===== src/rtl/tex_refill_arbiter.sv =====
// Round-robin refill arbiter: shares one burst read port among several texture-cache miss ports,
// assembles the returned beats into a line and pulses the response back to the winner only.
module tex_refill_arbiter #(
  parameter int unsigned NUM_REQ    = 2,
  parameter int unsigned LINE_BYTES = 64,
  parameter int unsigned BEAT_BITS  = 64
) (
  input  logic                    clk,
  input  logic                    rst,
  input  logic [NUM_REQ-1:0]      miss_valid,
  input  logic [NUM_REQ*32-1:0]   miss_addr,
  output logic [NUM_REQ-1:0]      miss_ready,
  output logic [NUM_REQ-1:0]      miss_resp_valid,
  output logic [LINE_BYTES*8-1:0] miss_resp_data,
  output logic                    mem_req_valid,
  output logic [31:0]             mem_req_addr,
  output logic [7:0]              mem_req_beats,
  input  logic                    mem_req_ready,
  input  logic                    mem_rdata_valid,
  input  logic [BEAT_BITS-1:0]    mem_rdata,
  input  logic                    mem_rdata_last,
  output logic                    busy,
  output logic                    protocol_err
);

  localparam int unsigned LINE_BITS = LINE_BYTES * 8;
  localparam int unsigned BEATS     = LINE_BITS / BEAT_BITS;
  localparam int unsigned PTR_W     = (NUM_REQ > 1) ? $clog2(NUM_REQ) : 1;
  localparam int unsigned CNT_W     = (BEATS > 1) ? $clog2(BEATS) : 1;

  localparam logic [CNT_W-1:0] LAST_BEAT   = CNT_W'(BEATS - 1);
  localparam logic [PTR_W-1:0] LAST_REQ    = PTR_W'(NUM_REQ - 1);
  localparam logic [31:0]      OFFSET_MASK = 32'(LINE_BYTES - 1);

  typedef enum logic [1:0] {StIdle, StReq, StData, StResp} state_e;

  state_e               state_q;
  logic [PTR_W-1:0]     rr_ptr_q;
  logic [PTR_W-1:0]     grant_q;
  logic [NUM_REQ-1:0]   mask_q;
  logic [CNT_W-1:0]     beat_cnt_q;
  logic [31:0]          req_addr_q;
  logic                 req_valid_q;
  logic                 busy_q;
  logic                 err_q;
  logic [NUM_REQ-1:0]   resp_valid_q;
  logic [BEAT_BITS-1:0] line_q [BEATS];

  logic [31:0]          addr_slot [NUM_REQ];
  logic [NUM_REQ-1:0]   eligible;
  logic                 grant_any;
  logic [PTR_W-1:0]     grant_idx;
  logic [PTR_W-1:0]     scan_idx;
  logic [NUM_REQ-1:0]   grant_oh;
  logic [NUM_REQ-1:0]   owner_oh;
  logic                 final_beat;

  always_comb begin
    for (int i = 0; i < NUM_REQ; i++) begin
      addr_slot[i] = miss_addr[i*32 +: 32];
    end
  end

  // Scan from rr_ptr upward with wrap; first eligible requester wins.
  always_comb begin
    eligible  = miss_valid & ~mask_q;
    grant_any = 1'b0;
    grant_idx = rr_ptr_q;
    scan_idx  = rr_ptr_q;
    for (int k = 0; k < NUM_REQ; k++) begin
      if (!grant_any && eligible[scan_idx]) begin
        grant_any = 1'b1;
        grant_idx = scan_idx;
      end
      scan_idx = (scan_idx == LAST_REQ) ? '0 : scan_idx + PTR_W'(1);
    end
  end

  always_comb begin
    for (int i = 0; i < NUM_REQ; i++) begin
      grant_oh[i] = grant_any && (grant_idx == PTR_W'(i));
      owner_oh[i] = (grant_q == PTR_W'(i));
    end
  end

  assign final_beat = (beat_cnt_q == LAST_BEAT);

  // Accept pulse is combinational so the requester sees it in the grant cycle itself.
  assign miss_ready      = (state_q == StIdle && !rst) ? grant_oh : '0;
  assign miss_resp_valid = resp_valid_q;
  assign mem_req_valid   = req_valid_q;
  assign mem_req_addr    = req_addr_q;
  assign mem_req_beats   = 8'(BEATS);
  assign busy            = busy_q;
  assign protocol_err    = err_q;

  always_ff @(posedge clk) begin
    if (rst) begin
      state_q      <= StIdle;
      rr_ptr_q     <= '0;
      grant_q      <= '0;
      mask_q       <= '0;
      beat_cnt_q   <= '0;
      req_addr_q   <= '0;
      req_valid_q  <= 1'b0;
      busy_q       <= 1'b0;
      err_q        <= 1'b0;
      resp_valid_q <= '0;
    end else begin
      mask_q       <= '0;
      resp_valid_q <= '0;
      unique case (state_q)
        StIdle: begin
          if (grant_any) begin
            grant_q     <= grant_idx;
            req_addr_q  <= addr_slot[grant_idx] & ~OFFSET_MASK;
            rr_ptr_q    <= (grant_idx == LAST_REQ) ? '0 : grant_idx + PTR_W'(1);
            req_valid_q <= 1'b1;
            busy_q      <= 1'b1;
            state_q     <= StReq;
          end
        end
        StReq: begin
          if (mem_req_ready) begin
            req_valid_q <= 1'b0;
            beat_cnt_q  <= '0;
            state_q     <= StData;
          end
        end
        StData: begin
          if (mem_rdata_valid) begin
            // Beat count decides completion; a wrong last flag is only reported.
            if (mem_rdata_last != final_beat) begin
              err_q <= 1'b1;
            end
            if (final_beat) begin
              beat_cnt_q   <= '0;
              resp_valid_q <= owner_oh;
              state_q      <= StResp;
            end else begin
              beat_cnt_q <= beat_cnt_q + CNT_W'(1);
            end
          end
        end
        StResp: begin
          mask_q  <= owner_oh;
          busy_q  <= 1'b0;
          state_q <= StIdle;
        end
        default: state_q <= StIdle;
      endcase
    end
  end

  // Line buffer has no reset; it keeps the last line until new beats land.
  always_ff @(posedge clk) begin
    if (!rst && state_q == StData && mem_rdata_valid) begin
      line_q[beat_cnt_q] <= mem_rdata;
    end
  end

  always_comb begin
    for (int b = 0; b < BEATS; b++) begin
      miss_resp_data[b*BEAT_BITS +: BEAT_BITS] = line_q[b];
    end
  end

endmodule


===== config.mk =====
export PLATFORM = sky130hd
export DESIGN_NAME = tex_refill_arbiter
export DESIGN_NICKNAME = d
export VERILOG_FILES = /design/src/rtl/tex_refill_arbiter.sv
export SDC_FILE = /design/constraint.sdc
export NUM_CORES = 1
export LEC_CHECK = 0
export ABC_AREA = 1
export CELL_PAD_IN_SITES_DETAIL_PLACEMENT = 2
export CELL_PAD_IN_SITES_GLOBAL_PLACEMENT = 2
export CORE_AREA = 2 2 273 275
export CTS_BUF_LIST = sky130_fd_sc_hd__clkbuf_4 sky130_fd_sc_hd__clkbuf_8 sky130_fd_sc_hd__clkbuf_16
export CTS_CLUSTER_SIZE = 12
export DETAILED_ROUTE_END_ITERATION = 10
export DIE_AREA = 0 0 275 277
export HOLD_SLACK_MARGIN = 0.12
export MAX_ROUTING_LAYER = met4
export PLACE_DENSITY_LB_ADDON = 0.1
export SYNTH_ARGS = -nofsm -noshare
export SYNTH_HDL_FRONTEND = slang
export SYNTH_SLANG_ARGS = --single-unit

===== constraint.sdc =====
create_clock -name clk -period 9.99 [get_ports clk]
set_clock_uncertainty 0.05 [all_clocks]
set_input_delay 1.4985 -clock clk [delete_from_list [all_inputs] [get_ports clk]]
set_output_delay 1.4985 -clock clk [all_outputs]
set_load 0.01 [all_outputs]

==> results.json, run 1 <==
{
  "routabilityCongestion": 0.758,
  "post_cts_buffers": 0,
  "powerDensity_nw_per_um2": 192,
  "yosys_warnings": 0,
  "hold_viol_final": 0,
  "hold_end": "miss_resp_valid[0]",
  "irDropWorstVdd_mv": 0.118,
  "clk_latency_ns": 0.60,
  "antenna_found_initial": 4,
  "finalSetupViolCount": 0,
  "area_growth_syn_to_layout_pct": 57.2,
  "clk_pin_slew_ns": 0.05,
  "final_cell_mix": "clkdlybuf4s50_1 (667), edfxtp_1 (512), nand2_1 (72), clkbuf_16 (62), nand3_1 (58)",
  "timing.rr.start": "state_q[0]",
  "period_minus_slack_ns": 5.68,
  "pin_count": 694,
  "fin_crit_sh_pct": 56.9,
  "fin_tns_setup_ns": 0,
  "core_area_um2": 73600,
  "drtPass1Iterations": 6,
  "required_ns": 8.44,
  "seq_area_frac_synth_pct": 93.4,
  "row_count": 100,
  "slew_headroom_pct": 25.9,
  "combPwrFrac_pct": 7.8,
  "hold_path.class": "flop to flop",
  "clock.fmax_mhz": 176,
  "postCtsHoldBufs": 0,
  "grt_pass1_wl_um": 89600,
  "drive_gt1_share_pct": 8.74,
  "die-area_um2": 76200,
  "layout_commonest_cell": "clkdlybuf4s50_1",
  "cts-root-buf": "clkbuf_16",
  "postRouteAntennaNets": 0,
  "min_from": "grant_q",
  "end_kind": "output pin",
  "clk_path_buf_depth": 3,
  "nFillCells": 7274,
  "p_sw_share_pct": 22.4,
  "r2r_cells": 7,
  "die_height_um": 277,
  "synth_cell_type_count": 22,
  "grt_setup_unrepaired": "false",
  "wl_per_cell_um": 26.5,
  "htree_levels": 2,
  "avgSynthCellArea_um2": 22.1,
  "arrival_ns": 4.14,
  "drv_cap": 0,
  "critical_path_class": "input port to output pin",
  "port_buffers": 667,
  "tightest_slew_ns": 1.11,
  "switchingPower_uw": 1170,
  "first_global_vias": 10600,
  "drt_wl_total_um": 67300,
  "vias": 10100,
  "cts_num_sinks": 552,
  "power_leakage_uw": 0.00912,
  "fin_cells": 2540,
  "rrSetupSlack_ns": 6.56,
  "r2r-end": "line_q[4][9]",
  "crit_fanout": 34,
  "grt_max_degree": 45,
  "p_int_uw": 4050,
  "cts_tree": "done",
  "vias_per_cell": 3.96,
  "dr.first_iter.drc_count": 441,
  "numCtsBuffers": 61,
  "grt-ovfl-total": 0,
  "netlist_instances": 782,
  "final_max_slew_viol_count": 0,
  "power_frac_seq_pct": 50.4,
  "p_clk_share_pct": 41.8,
  "crit_path_start_kind": "input port",
  "start_util_pct": 23.5,
  "drc": 0,
  "synth-seq-cells": 552,
  "netlist_area_um2": 17300,
  "grt_util_all_layers_pct": 17.4,
  "hold_depth": 1,
  "cts-resized-gates": 0,
  "status": "completed",
  "hpwl_um": 48400,
  "dp.cells": 2422,
  "final_nets": 1658,
  "dieWidth_um": 275
}
-- how the worst max path moves through the flow --
stage | start | end | slack [ns] | cells after the start
floorplan | mem_rdata_valid | line_q[0][0] | 4.94 | 4
global placement | rst | miss_ready[1] | 4.26 | 6
detailed placement | rst | miss_ready[1] | 4.25 | 6
CTS | rst | miss_ready[1] | 4.25 | 6
global route | rst | miss_ready[1] | 4.13 | 6
finish | rst | miss_ready[1] | 4.31 | 6
-- metal layers --
layer  track usage, %  share of wire (%)
met5                -                  0
met4             3.89                2.0
met1             17.8                 36
met3             7.50                 10
met2             30.7                 52
-- critical path: stages --
cell	delay, ns
clkdlybuf4s50_1	0.59
inv_2	0.65
nand4_2	0.25
nor2_4	0.12
buf_4	0.36
clkdlybuf4s50_1	0.62
-- metrics by stage --
step	setup slack, ns	area (um^2)	total power [uW]	hold slack, ns	util [%]
5_1_grt	4.13	27200	5420	0.457	37.0
2_1_floorplan	4.94	17400	2830	0.376	-
3_3_place_gp	4.26	25300	3080	0.413	34.3
6_report	4.31	27200	5220	0.430	37.0
4_1_cts	4.25	27200	5310	0.427	37.0
3_5_place_dp	4.25	25300	3100	0.425	34.3
-- cell families after synthesis --
family                   count (synthesis)  share of synthesized area, %
adder cells (fa/ha/maj)                  7                         0.506
AND/OR/NAND/NOR                        172                          4.49
flip-flops                             552                          93.4
other                                    2                        0.0434
AO/OA/AOI/OAI                            9                         0.282
buffers and inverters                   40                          1.28
-- cell type report --
cell class                      count  area [um^2]  share of cell area [%]
Antenna cell                        4         10.0                  0.0368
Clock buffer                       81         1690                    6.22
Sequential cell                   552        16200                    59.4
Clock inverter                     33          254                   0.933
Tap cell                          969         1210                    4.45
Inverter                           17         63.8                   0.234
Timing Repair Buffer              682         6790                    24.9
Multi-Input combinational cell    202         1030                    3.77
-- power by group through the flow --
| stage | combinational (uW) | clock [uW] | sequential (uW) |
|---|---|---|---|
| CTS | 419 | 2270 | 2630 |
| floorplan | 124 | 0 | 2710 |
| global placement | 409 | 0 | 2680 |
| finish | 406 | 2180 | 2630 |
| detailed placement | 417 | 0 | 2680 |
| global route | 443 | 2340 | 2640 |
-- synthesized netlist by cell type (all sizes together) --
cell	number	area, um^2
o21ai	1	5.00
inv	17	63.8
a21oi	6	30.0
edfxtp	512	15400
nand3	58	290
ha	7	87.6
nor3b	1	7.51
conb	2	7.51
nor2	27	116
nand2	84	345
clkbuf	4	15.0
nor3	1	5.00
dfxtp	40	801
buf	19	143
o211ai	1	7.51
nand4	1	12.5
o22ai	1	6.26
-- sequential cells by signal (all words and copies together) (netlist names) --
| register | cells |
|---|---|
| grant_q | 1 |
| mem_req_addr | 26 |
| rr_ptr_q | 1 |
| mem_req_valid | 1 |
| busy | 1 |
| state_q | 2 |
| miss_resp_valid | 2 |
| line_q | 512 |
| beat_cnt_q | 3 |
| protocol_err | 1 |
| mask_q | 2 |
Note: power is estimated with default switching activity, not from simulation.
==> inputs of run 2 (changes only) <==
CORE_AREA = 2 2 272 274   (was 2 2 273 275)
DIE_AREA = 0 0 274 276   (was 0 0 275 277)
clock period = 4.6 ns   (was 9.99 ns; I/O delays follow)
==> run 2 against run 1 <==
First-iteration DRC count increased by 35%. Sequential share of layout area decreased by 0.42 points. Highest routed layer unchanged. Via count increased by 2.4%. Combinational power increased by 120%. Largest cell class unchanged. Register-to-register slack got worse by 4.6 ns. Hold slack improved by 0.0037 ns.
==> results.json, run 2 (synthesized netlist as in run 1, its figures left out) <==
{
  "status": "completed",
  "hold_end": "protocol_err",
  "min_from": "protocol_err",
  "required_ns": 3.86,
  "clk_latency_ns": 0.58,
  "clk_path_buf_depth": 3,
  "r2r-end": "line_q[7][25]",
  "hold_viol_final": 0,
  "start_util_pct": 23.9,
  "cts-resized-gates": 0,
  "globalRouteMet1Util_pct": 18.8,
  "drt_wl_total_um": 67800,
  "vias_per_cell": 4.06,
  "use_met3_pct": 7.94,
  "wl_per_cell_um": 26.7,
  "tightest_slew_ns": 0.870,
  "clock.fmax_mhz": 294,
  "clk_pin_slew_ns": 0.06,
  "r2r_cells": 7,
  "drtPass1Iterations": 4,
  "end_kind": "output pin",
  "drc": 0,
  "timing.rr.start": "state_q[0]",
  "final_nets": 1666,
  "top_register": "line_q",
  "post_cts_buffers": 0,
  "numCtsBuffers": 66,
  "routabilityCongestion": 0.793,
  "htree_levels": 3,
  "port_buffers": 667,
  "grt_setup_unrepaired": "false",
  "grt_pass1_wl_um": 92100,
  "powerDensity_nw_per_um2": 426,
  "grt_max_degree": 65,
  "power_leakage_uw": 0.00922,
  "fin_ws_ns": 1.20,
  "grt_util_all_layers_pct": 17.9,
  "period_minus_slack_ns": 3.40,
  "rrSetupSlack_ns": 1.96,
  "postCtsHoldBufs": 0,
  "die_height_um": 276,
  "dieWidth_um": 274,
  "slew_headroom_pct": 42.0,
  "finalSetupViolCount": 0,
  "row_count": 99,
  "final_area_um2": 27400,
  "hold_path.class": "flop to flop",
  "final_max_slew_viol_count": 0,
  "drive_gt1_share_pct": 9.35,
  "largest_reg_flops": 512,
  "cts-root-buf": "clkbuf_16",
  "cts_num_sinks": 552,
  "fin_crit_sh_pct": 73.9,
  "postRouteAntennaNets": 0,
  "drv_cap": 0,
  "dpl_cell_area_um2": 25300,
  "core_area_um2": 72600,
  "area_growth_syn_to_layout_pct": 58.3,
  "die-area_um2": 75600,
  "dr.first_iter.drc_count": 597,
  "hpwl_um": 49000,
  "pin_count": 694,
  "irDropWorstVdd_mv": 0.204,
  "crit_path_start_kind": "input port",
  "place_ws_ns": 1.14,
  "first_global_vias": 11100,
  "antenna_found_initial": 5,
  "fin_tns_setup_ns": 0,
  "nFillCells": 7159,
  "grt-busiest-layer": "met2",
  "critical_path_class": "input port to output pin",
  "hold-worst-slack_ns": 0.434,
  "arrival_ns": 2.66,
  "use_met2_pct": 30.5,
  "hold_depth": 2,
  "crit_fanout": 28,
  "cts_tree": "done",
  "grt-ovfl-total": 0,
  "final_cell_mix": "clkdlybuf4s50_1 (667), edfxtp_1 (512), nand2_1 (72), clkbuf_16 (67), nand3_1 (58)",
  "layout_commonest_cell": "clkdlybuf4s50_1",
  "vias": 10300
}
==> run 2: cell types whose count changed in the layout (fill, tap and decap cells not counted) <==
cell	change
clkbuf_4	-2
clkinv_8	-1
clkbuf_8	+3
inv_6	+3
clkbuf_16	+5
inv_16	+1
clkinv_2	-3
diode_2	+1
buf_4	+1
clkinv_4	+1
buf_12	+2
clkinv_1	-5
==> run 2: worst max-delay path: stages <==
cell and delay, ns:
clkdlybuf4s50_1 0.58, inv_2 0.23, buf_4 0.36, nand2_2 0.12
nor2_4 0.13, clkdlybuf4s50_1 0.54
==> run 2: worst max-delay path by stage <==
stage / endpoint / start / cells past startpoint
6_report: miss_ready[0] / rst / 6
5_1_grt: miss_ready[0] / rst / 6
4_1_cts: miss_ready[0] / rst / 6
3_5_place_dp: miss_ready[0] / rst / 6
3_3_place_gp: miss_ready[0] / rst / 6
2_1_floorplan: line_q[0][0] / mem_rdata_valid / 4
==> run 2: layout make-up <==
type                    instances  area, um^2  share of cell area, %
repair buffers                685        6840                   24.9
inverters                      17        63.8                  0.233
well taps                     959        1200                   4.38
flip-flops and latches        552       16200                   59.0
diodes                          5        12.5                 0.0456
multi-input cells             202        1030                   3.74
clock buffers                  87        1850                   6.73
clock inverters                29         259                  0.945
==> run 2: power breakdown <==
part	switching [uW]	internal, uW
Sequential	77.7	5640
Clock	2070	3020
Combinational	483	399
==> run 2: routing by layer <==
layer,vias to the layer above,wire length (um)
met1,5300,25000
met3,70,7290
li1,4461,-
met4,0,1190
met2,475,34300
met5,-,0
==> run 2: stage by stage <==
step,utilization (%),cells,total power (uW)
global placement,34.9,2415,6700
CTS,37.8,2531,11900
finish,37.8,2536,11700
detailed placement,34.9,2415,6720
global route,37.8,2536,12100
floorplan,-,794,6140
